[config.mk]
export PLATFORM = sky130hd
export DESIGN_NAME = ifm_frame_scheduler_flat
export DESIGN_NICKNAME = d
export VERILOG_FILES = /design/src/rtl/ifm_frame_scheduler_if.sv /design/src/rtl/ifm_frame_scheduler.sv /design/src/flat_wrapper.sv
export SDC_FILE = /design/constraint.sdc
export NUM_CORES = 1
export LEC_CHECK = 0
export ABC_AREA = 1
export CAP_MARGIN = 20
export CORE_AREA = 8 8 128 130
export DETAILED_ROUTE_END_ITERATION = 16
export DIE_AREA = 0 0 136 138
export GPL_TIMING_DRIVEN = 0
export HOLD_SLACK_MARGIN = 0.08
export PLACE_DENSITY = 0.69
export SLEW_MARGIN = 10
export SYNTH_ARGS = -nofsm -noshare
export SYNTH_HDL_FRONTEND = slang
export SYNTH_SLANG_ARGS = --single-unit
[constraint.sdc]
create_clock -name clk -period 3.4 [get_ports clk]
set_clock_uncertainty 0.1 [all_clocks]
set_input_delay 0.51 -clock clk [delete_from_list [all_inputs] [get_ports clk]]
set_output_delay 0.51 -clock clk [all_outputs]
set_load 0.05 [all_outputs]
[src/rtl/ifm_frame_scheduler_if.sv]
// Pixel-stream input and IFM write-bus output of the IFM frame scheduler.
// The master modport is the scheduler's own view of these signals.
interface ifm_frame_scheduler_if #(
   parameter int DATA_WIDTH  = 32,
   parameter int ADDRESS_BUS = 22
);
   logic                   s_valid;
   logic [DATA_WIDTH-1:0]  s_data;
   logic                   s_ready;
   logic [DATA_WIDTH-1:0]  bus_data;
   logic [ADDRESS_BUS-1:0] bus_addr;
   logic                   bus_wr;

   modport master (
      input  s_valid, s_data,
      output s_ready, bus_data, bus_addr, bus_wr
   );

   modport slave (
      output s_valid, s_data,
      input  s_ready, bus_data, bus_addr, bus_wr
   );
endinterface

[src/rtl/ifm_frame_scheduler.sv]
// Streams IFM frames into the accelerator's IFM memory over the data bus.
// It paces each frame load on the accelerator's ready edge and counts the returned results.
module ifm_frame_scheduler #(
   parameter int                     DATA_WIDTH   = 32,
   parameter int                     ADDRESS_BUS  = 22,
   parameter int                     ADDRESS_BITS = 15,
   parameter int                     ENABLE_BITS  = 7,
   parameter logic [ENABLE_BITS-1:0] IFM_SEL      = 7'd111,
   parameter int                     IFM_WORDS    = 1024
) (
   input  logic                        clk,
   input  logic                        reset,
   input  logic                        start,
   input  logic [7:0]                  num_frames,
   ifm_frame_scheduler_if.master       io,
   input  logic                        acc_ready,
   input  logic                        acc_done,
   output logic                        initialization_done,
   output logic                        frame_done,
   output logic [7:0]                  frame_idx,
   output logic                        busy,
   output logic                        all_done
);

   localparam logic [ADDRESS_BITS-1:0] LAST_WORD = ADDRESS_BITS'(IFM_WORDS - 1);

   typedef enum logic [2:0] {
      IDLE,
      LOAD,
      KICK,
      WAIT_RDY,
      DRAIN
   } state_t;

   state_t                  state;
   state_t                  state_nx;

   logic [ADDRESS_BITS-1:0] load_cnt;
   logic [7:0]              frames_total;
   logic [7:0]              frames_loaded;
   logic [7:0]              results;
   logic [7:0]              results_nx;
   logic                    acc_ready_q;
   logic                    acc_done_q;

   logic [DATA_WIDTH-1:0]   bus_data_q;
   logic [ADDRESS_BUS-1:0]  bus_addr_q;
   logic                    bus_wr_q;

   logic                    accept;
   logic                    last_word;
   logic                    rdy_edge;
   logic                    done_edge;
   logic                    count_result;
   logic                    job_start;
   logic                    finish_job;

   assign io.s_ready = (state == LOAD);
   assign io.bus_data = bus_data_q;
   assign io.bus_addr = bus_addr_q;
   assign io.bus_wr   = bus_wr_q;
   assign busy        = (state != IDLE);

   // Edges are taken against the value registered on the previous clock.
   assign rdy_edge     = acc_ready && !acc_ready_q;
   assign done_edge    = acc_done && !acc_done_q;
   assign accept       = io.s_valid && (state == LOAD);
   assign last_word    = accept && (load_cnt == LAST_WORD);
   assign count_result = done_edge && (state != IDLE) && (results < frames_total);
   assign results_nx   = results + {7'd0, count_result};
   assign job_start    = (state == IDLE) && start && (num_frames != 8'd0);

   // NOTE: every signal written here gets its default first, so no path leaves one unassigned and no latch is inferred.
   always_comb begin
      state_nx   = state;
      finish_job = 1'b0;
      case (state)
         IDLE: begin
            if (start) begin
               if (num_frames != 8'd0) state_nx = LOAD;
               else                    finish_job = 1'b1;
            end
         end
         LOAD: begin
            if (last_word) state_nx = KICK;
         end
         KICK: begin
            if (frames_loaded < frames_total) state_nx = WAIT_RDY;
            else                              state_nx = DRAIN;
         end
         WAIT_RDY: begin
            if (rdy_edge) state_nx = LOAD;
         end
         DRAIN: begin
            // The look-ahead count lets a result arriving in this very cycle close the job.
            if (results_nx == frames_total) begin
               state_nx   = IDLE;
               finish_job = 1'b1;
            end
         end
         default: state_nx = IDLE;
      endcase
   end

   // NOTE: sequential state uses non-blocking assignments so every flop samples the pre-edge values.
   always_ff @(posedge clk or negedge reset) begin
      if (!reset) state <= IDLE;
      else        state <= state_nx;
   end

   always_ff @(posedge clk or negedge reset) begin
      if (!reset) begin
         load_cnt            <= '0;
         frames_total        <= '0;
         frames_loaded       <= '0;
         results             <= '0;
         acc_ready_q         <= 1'b0;
         acc_done_q          <= 1'b0;
         bus_data_q          <= '0;
         bus_addr_q          <= '0;
         bus_wr_q            <= 1'b0;
         initialization_done <= 1'b0;
         frame_done          <= 1'b0;
         frame_idx           <= '0;
         all_done            <= 1'b0;
      end else begin
         acc_ready_q         <= acc_ready;
         acc_done_q          <= acc_done;
         bus_wr_q            <= accept;
         initialization_done <= (state == KICK);
         frame_done          <= count_result;
         all_done            <= finish_job;
         results             <= results_nx;

         if (count_result) frame_idx <= results;

         // An idle bus cycle carries select 0, so no unit is enabled; the data lines keep their value.
         if (accept) begin
            bus_data_q <= io.s_data;
            bus_addr_q <= {IFM_SEL, load_cnt};
         end else begin
            bus_addr_q <= '0;
         end

         if (job_start) begin
            frames_total  <= num_frames;
            frames_loaded <= '0;
            results       <= '0;
            load_cnt      <= '0;
         end else if (accept) begin
            if (last_word) begin
               load_cnt      <= '0;
               frames_loaded <= frames_loaded + 8'd1;
            end else begin
               load_cnt <= load_cnt + 1'b1;
            end
         end
      end
   end

endmodule

[src/flat_wrapper.sv]
// flat-port wrapper written by rule: the top's interface ports become plain ports
module ifm_frame_scheduler_flat 
#(
   parameter int                     DATA_WIDTH   = 32,
   parameter int                     ADDRESS_BUS  = 22,
   parameter int                     ADDRESS_BITS = 15,
   parameter int                     ENABLE_BITS  = 7,
   parameter logic [ENABLE_BITS-1:0] IFM_SEL      = 7'd111,
   parameter int                     IFM_WORDS    = 1024
)
  (clk, reset, start, num_frames, acc_ready, acc_done, initialization_done, frame_done, frame_idx, busy, all_done, io_s_valid, io_s_data, io_s_ready, io_bus_data, io_bus_addr, io_bus_wr);
  ifm_frame_scheduler_if #(.DATA_WIDTH(DATA_WIDTH), .ADDRESS_BUS(ADDRESS_BUS)) io_i ();
  input  logic clk;
  input  logic reset;
  input  logic start;
  input  logic [7:0] num_frames;
  input  logic acc_ready;
  input  logic acc_done;
  output logic initialization_done;
  output logic frame_done;
  output logic [7:0] frame_idx;
  output logic busy;
  output logic all_done;
  input wire logic [$bits(io_i.s_valid)-1:0] io_s_valid;
  input wire logic [$bits(io_i.s_data)-1:0] io_s_data;
  output wire logic [$bits(io_i.s_ready)-1:0] io_s_ready;
  output wire logic [$bits(io_i.bus_data)-1:0] io_bus_data;
  output wire logic [$bits(io_i.bus_addr)-1:0] io_bus_addr;
  output wire logic [$bits(io_i.bus_wr)-1:0] io_bus_wr;
  assign io_i.s_valid = io_s_valid;
  assign io_i.s_data = io_s_data;
  assign io_s_ready = io_i.s_ready;
  assign io_bus_data = io_i.bus_data;
  assign io_bus_addr = io_i.bus_addr;
  assign io_bus_wr = io_i.bus_wr;
  ifm_frame_scheduler #(.DATA_WIDTH(DATA_WIDTH), .ADDRESS_BUS(ADDRESS_BUS), .ADDRESS_BITS(ADDRESS_BITS), .ENABLE_BITS(ENABLE_BITS), .IFM_SEL(IFM_SEL), .IFM_WORDS(IFM_WORDS)) u_core (.clk(clk), .reset(reset), .start(start), .num_frames(num_frames), .io(io_i), .acc_ready(acc_ready), .acc_done(acc_done), .initialization_done(initialization_done), .frame_done(frame_done), .frame_idx(frame_idx), .busy(busy), .all_done(all_done));
endmodule
==> metrics.yaml, run 1 <==
run_status: "finished, final reports clean"
power_density_nw_per_um2: 887
cts.sink_count: 103
crit_path_end: "u_core.state[1]"
worst_pin_slew_ps: 563
post-place-ws_ps: -7.32
ys_top_cells_by_area: "dfrtp_1, nand2_1, ha_1, inv_1, nand3_1"
dp.cells: 891
dr.pass1.iters: 4
io_pins: 114
yosysTopAreaCellShare_pct: 52.3
r2r-end: "u_core.state[1]"
critPathMaxFanout: 8
fin_crit_sh_pct: 87.8
total_leakage_power_nw: 3.19
synth_top_family_by_area: "simple AND/OR/NAND/NOR gates"
core_area_um2: 14300
clk_path_buf_depth: 2
synth.most_common_cell: "nand2_1"
crit_arrival_ps: 3180
syn_avg_cell_area_um2: 8.30
drt-total-wl_um: 12000
place_congestion: 0.835
initial_core_util_pct: 34.4
clock-root-buffer: "clkbuf_16"
final_nets: 783
htreeDepth: 3
clkSlewWorstSetupHoldPaths_ps: 70
maxSlewViolCount: 0
drt_iter0_drc: 234
tritoncts: "yes"
numPortBuffers: 112
drc: 0
relSlewSlack_pct: 62.4
r2r_slack_ps: 410
final-instance-count-excl-fill: 908
grt_usage_pct: 13.6
die_area_um2: 18800
wl_per_cell_um: 13.2
startpoint: "u_core.results[3]"
grt_max_degree: 81
worst_setup_path_end_kind: "flip-flop"
synth_mux_area_share_pct: 0
critPathKind: "flip-flop to flip-flop"
hold_violations: 0
ys_seq_elements: 103
rsz0062_at_grt: "false"
ant_nets: 0
ys.flop_type: "dfrtp_1"
row_count: 44
synthTopCellsByCount: "nand2_1, dfrtp_1, inv_1, nor2_1, nand3_1"
yosys_warnings: 0
antenna_found_initial: 0
rr_worst_depth: 17
synth_cells: 594
synth_area_um2: 4930
hold_path.class: "flip-flop to flip-flop"
clk_latency_ps: 360
vias: 4157
synthXorXnorAreaFrac_pct: 1.24
yosysTopAreaCell: "dfrtp_1"
grt_overflow: 0
synth_compound_area_share_pct: 6.45
min_period_ps: 2990
die_y_um: 138
setup_viol: 0
yosysSeqAreaShare_pct: 52.3
fin_hold_ws_ps: 376
drv_cap: 0
synthArstFlopShare_pct: 100
dp_hpwl_um: 9180
fmax_mhz: 335
grt_pass1_wl_um: 20600
worstReg2RegStart: "u_core.results[3]"
dieWidth_um: 136
synth-edff-count: 0
worst_setup_path_start_kind: "flip-flop"
diodes: 0
grt_pass1_vias: 4298
syn-num-nets: 658
synth.distinct_cells: 35
synth-simple-area-share_pct: 27.5
required_ps: 3590
vias_per_cell: 4.58
area_growth_pct: 34.1
yosys.area_share.adder_pct: 4.57
cts_made_buffers: 9
layout-drive-gt1-share_pct: 9.25
vdd_drop_max_mv: 0.570
final.setup.worst_slack_ps: 415
## layout by cell type (no fill, tap or decap), types with 2 or more instances in the layout
| cell type | count |
|---|---|
| nor4_1 | 3 |
| nand2_1 | 197 |
| o21ai_0 | 19 |
| clkbuf_1 | 4 |
| inv_6 | 2 |
| inv_2 | 13 |
| nand4_1 | 9 |
| nor2_1 | 46 |
| buf_2 | 8 |
| xnor2_1 | 2 |
| nor2_2 | 6 |
| nor3_1 | 6 |
| clkdlybuf4s50_1 | 111 |
| dfrtp_1 | 103 |
| a21oi_1 | 18 |
| ha_1 | 16 |
| o21a_1 | 5 |
| buf_4 | 9 |
| nand2_4 | 2 |
| ha_2 | 2 |
| xor2_1 | 5 |
| inv_1 | 54 |
| clkbuf_16 | 9 |
| o21ai_1 | 15 |
| buf_6 | 2 |
| nand3_2 | 4 |
| nand3_1 | 36 |
## registers in the layout, indices dropped and copies added, names as in the netlist
register	count
u_core.io.bus_data	32
u_core.io.bus_addr	16
u_core.load_cnt	15
u_core.frame_idx	8
u_core.frames_loaded	8
u_core.frames_total	8
u_core.results	8
u_core.state	3
u_core.acc_done_q	1
u_core.acc_ready_q	1
u_core.all_done	1
u_core.frame_done	1
u_core.initialization_done	1
## power breakdown
| group | switching, mW | internal, mW | total [mW] |
|---|---|---|---|
| registers | 0.266 | 1.62 | 1.88 |
| logic | 2.00 | 0.993 | 2.99 |
| clock network | 0.468 | 0.522 | 0.990 |
| total | 2.73 | 3.13 | 5.86 |
## layout make-up
cell class | count | area, um2
clock buffer | 11 | 243
timing repair buffer | 114 | 1160
clock inverter | 5 | 38.8
buffer | 22 | 134
tap | 184 | 230
fill | 1371 | 7700
sequential | 103 | 2580
multi-input combinational | 402 | 1980
inverter | 67 | 251
## worst min path at each step
stage / slack [ps] / to / depth (start not counted) / startpoint
6_report: 380 / u_core.io.bus_data[28] / 2 / u_core.io.bus_data[28]
2_1_floorplan: 110 / u_core.acc_done_q / 0 / reset
4_1_cts: 380 / u_core.io.bus_data[28] / 2 / u_core.io.bus_data[28]
3_5_place_dp: 290 / u_core.frame_done / 1 / reset
5_1_grt: 400 / u_core.io.bus_data[10] / 2 / u_core.io.bus_data[10]
3_3_place_gp: 360 / u_core.io.bus_data[12] / 2 / u_core.io.bus_data[12]
## repair_timing
item,CTS,global route
hold buffers,1,0
setup endpoints to repair,0,3
resized for setup,0,4
setup buffers,0,0
endpoints found under the hold margin,23,0
## worst max-delay path, stage by stage (launching register included)
cell and delay, ps:
dfrtp_1 470, ha_1 350, a21oi_1 130, nand2_1 70, nand4_1 80, nand3_2 150, inv_2 130, ha_2 240
ha_2 300, xnor2_1 150, nand2_1 70, nor2_1 140, nand3_1 120, nor2_1 150, nand2_1 70, nand2_1 90
nand3_1 70, nand2_1 60
## kinds of logic after synthesis
group / Yosys count
other cells: 1
buf+inv: 89
xor+xnor: 7
fa+ha+maj: 18
simple gates: 316
compound gates: 60
flops: 103
## metal layers
metal / GRT usage [%] / wire, um / up-vias
met5: 0 / 0 / -
met4: 4.68 / 155 / 0
met3: 6.78 / 1330 / 11
met2: 21.2 / 5410 / 122
met1: 15.8 / 5120 / 1900
li1: - / - / 2124
## per-stage QoR
| step | util (%) | setup TNS, ps | total power, mW | cell area [um2] |
|---|---|---|---|---|
| after floorplan | - | 0 | 3.92 | 4930 |
| after global placement | 43.9 | -240420 | 4.87 | 6280 |
| after detailed placement | 44.1 | -7.32 | 4.91 | 6310 |
| after CTS | 46.1 | 0 | 5.94 | 6600 |
| after global routing | 46.2 | 0 | 6.30 | 6610 |
| final | 46.2 | 0 | 5.86 | 6610 |
(Power assumes the default switching activity.)
==> run 2, diff against run 1 <==
CORE_AREA = 2 2 122 124   (was 8 8 128 130)
DIE_AREA = 0 0 124 126   (was 0 0 136 138)
==> metrics.yaml, run 2 (synthesis results as in run 1) <==
wl_per_cell_um: 12.7
diodes: 0
antenna_found_initial: 0
required_ps: 3590
grt_max_degree: 89
dr.pass1.iters: 4
dieWidth_um: 124
wl_met1_um: 5160
drc: 0
clock-root-buffer: "clkbuf_16"
worst_setup_path_end_kind: "flip-flop"
final_common_cell: "nand2_1"
tritoncts: "yes"
drt-total-wl_um: 11500
grt_usage_pct: 15.7
maxSlewViolCount: 0
dp_hpwl_um: 8470
die_y_um: 126
min_period_ps: 3020
vdd_drop_max_mv: 0.676
vias: 4118
final_core_util_pct: 46.4
setup_tns_ps: 0
setup_viol: 0
fmax_mhz: 331
initial_core_util_pct: 34.4
drt_iter0_drc: 197
cts.sink_count: 103
power_density_nw_per_um2: 898
placed_area_um2: 6310
hold_path.class: "flip-flop to flip-flop"
critPathMaxStageDelay_ps: 360
dp.cells: 891
largest_register_ffs: 32
place_congestion: 0.839
ant_nets: 0
run_status: "finished, final reports clean"
numPortBuffers: 112
row_count: 44
clk_path_buf_depth: 2
crit_top_cell: "nand2_1"
clk_latency_ps: 350
total_power_mw: 5.97
worst_pin_slew_ps: 559
path_cells: "inv_1 > ha_1 > a21oi_1 > o21a_1 > nand3_2 > inv_2 > ha_2 > ha_2 > inv_1 > nand2_1 > nand2_1 > nand2_1 > nand2_1 > nor2_1 > nand3_1 > nor2_1 > nand2_1 > nand2_1 > nand3_1 > nand2_1"
hold_violations: 0
clkSlewWorstSetupHoldPaths_ps: 70
relSlewSlack_pct: 62.6
fill_cells: 1439
htreeDepth: 3
worst_setup_path_start_kind: "flip-flop"
drv_cap: 0
grt_pass1_wl_um: 19200
crit_arrival_ps: 3210
critPathMaxFanout: 6
io_pins: 114
vias_per_cell: 4.54
rsz0062_at_grt: "false"
die_area_um2: 15600
grt_pass1_vias: 4055
dr_wl_met2_um: 5250
top_layer: "met4"
layout_common_cells: "nand2_1, clkdlybuf4s50_1, dfrtp_1"
wl_met3_um: 919
core_area_um2: 14300
final_nets: 783
critical_path.slowest_cell: "dfrtp_1"
fin_crit_sh_pct: 88.8
final_area_um2: 6640
cts_made_buffers: 9
critPathKind: "flip-flop to flip-flop"
layout-drive-gt1-share_pct: 9.12
grt_overflow: 0
total_leakage_power_nw: 3.19
area_growth_pct: 34.8
final-instance-count-excl-fill: 908
[run 2: changes by cell type in the layout (fill, tap and decap cells not counted)]
| cell | change |
|---|---|
| clkbuf_1 | +1 |
| clkbuf_8 | -1 |
| bufinv_16 | +2 |
| inv_6 | -2 |
| clkinvlp_4 | +2 |
| clkinv_4 | -1 |
| clkinv_2 | -1 |
[run 2: critical path, delay by kind of cell, from the launching register on]
kind | cells | cell delay, ps
and+or+nand+nor | 12 | 1110
adders and majority gates | 3 | 740
DFF | 1 | 360
buffers and inverters | 3 | 340
AOI/OAI and AO/OA | 2 | 310
[run 2: final cells by class]
type,count,area (um2),area share [%]
Buffer,22,134,2.02
Clock buffer,11,233,3.50
Clock inverter,5,82.6,1.24
Inverter,67,251,3.79
Multi-Input combinational cell,402,1980,29.7
Sequential cell,103,2580,38.8
Tap cell,184,230,3.47
Timing Repair Buffer,114,1160,17.5
[run 2: report_power, final]
part | switching [mW] | internal, mW
combinational | 1.99 | 0.993
sequential | 0.268 | 1.62
clock | 0.456 | 0.646
[run 2: timing repair]
action                                 CTS  global route
setup endpoints to repair                0             3
endpoints found under the hold margin   15             0
hold buffers                             1             0
setup buffers                            0             0
gates resized for setup                  0             4
[run 2: worst paths after layout]
path	slack (ps)	startpoint	cells after the start	to
max	380	u_core.frames_total[7]	20	u_core.state[1]
min	380	u_core.io.bus_data[18]	2	u_core.io.bus_data[18]
max reg2reg	380	u_core.frames_total[7]	20	u_core.state[1]
min reg2reg	380	u_core.io.bus_data[18]	2	u_core.io.bus_data[18]
max in group asynchronous	2070	reset	3	u_core.all_done
min in group asynchronous	450	reset	2	u_core.frames_total[7]
[run 2: layer usage]
metal  global-route usage [%]  vias to the layer above
met1                     20.0                     1881
met2                     25.0                      111
met5                        0                        -
met3                     4.98                       12
met4                     5.55                        0
li1                         -                     2114
[run 2: per-stage QoR]
stage	hold slack (ps)	setup slack, ps
after global placement	362	-2290
after global routing	402	11.8
after floorplan	114	752
after detailed placement	254	-22.4
after CTS	383	204
final	385	382
==> run 3, diff against run 2 <==
CAP_MARGIN = unset   (was 20)
SKIP_CTS_REPAIR_TIMING = 1   (was unset)
==> results of run 3 <==
Final layout, timing and power as in run 2 (identical DEF).
Among the figures that moved: via count of the first global-routing pass 4055 -> 4043
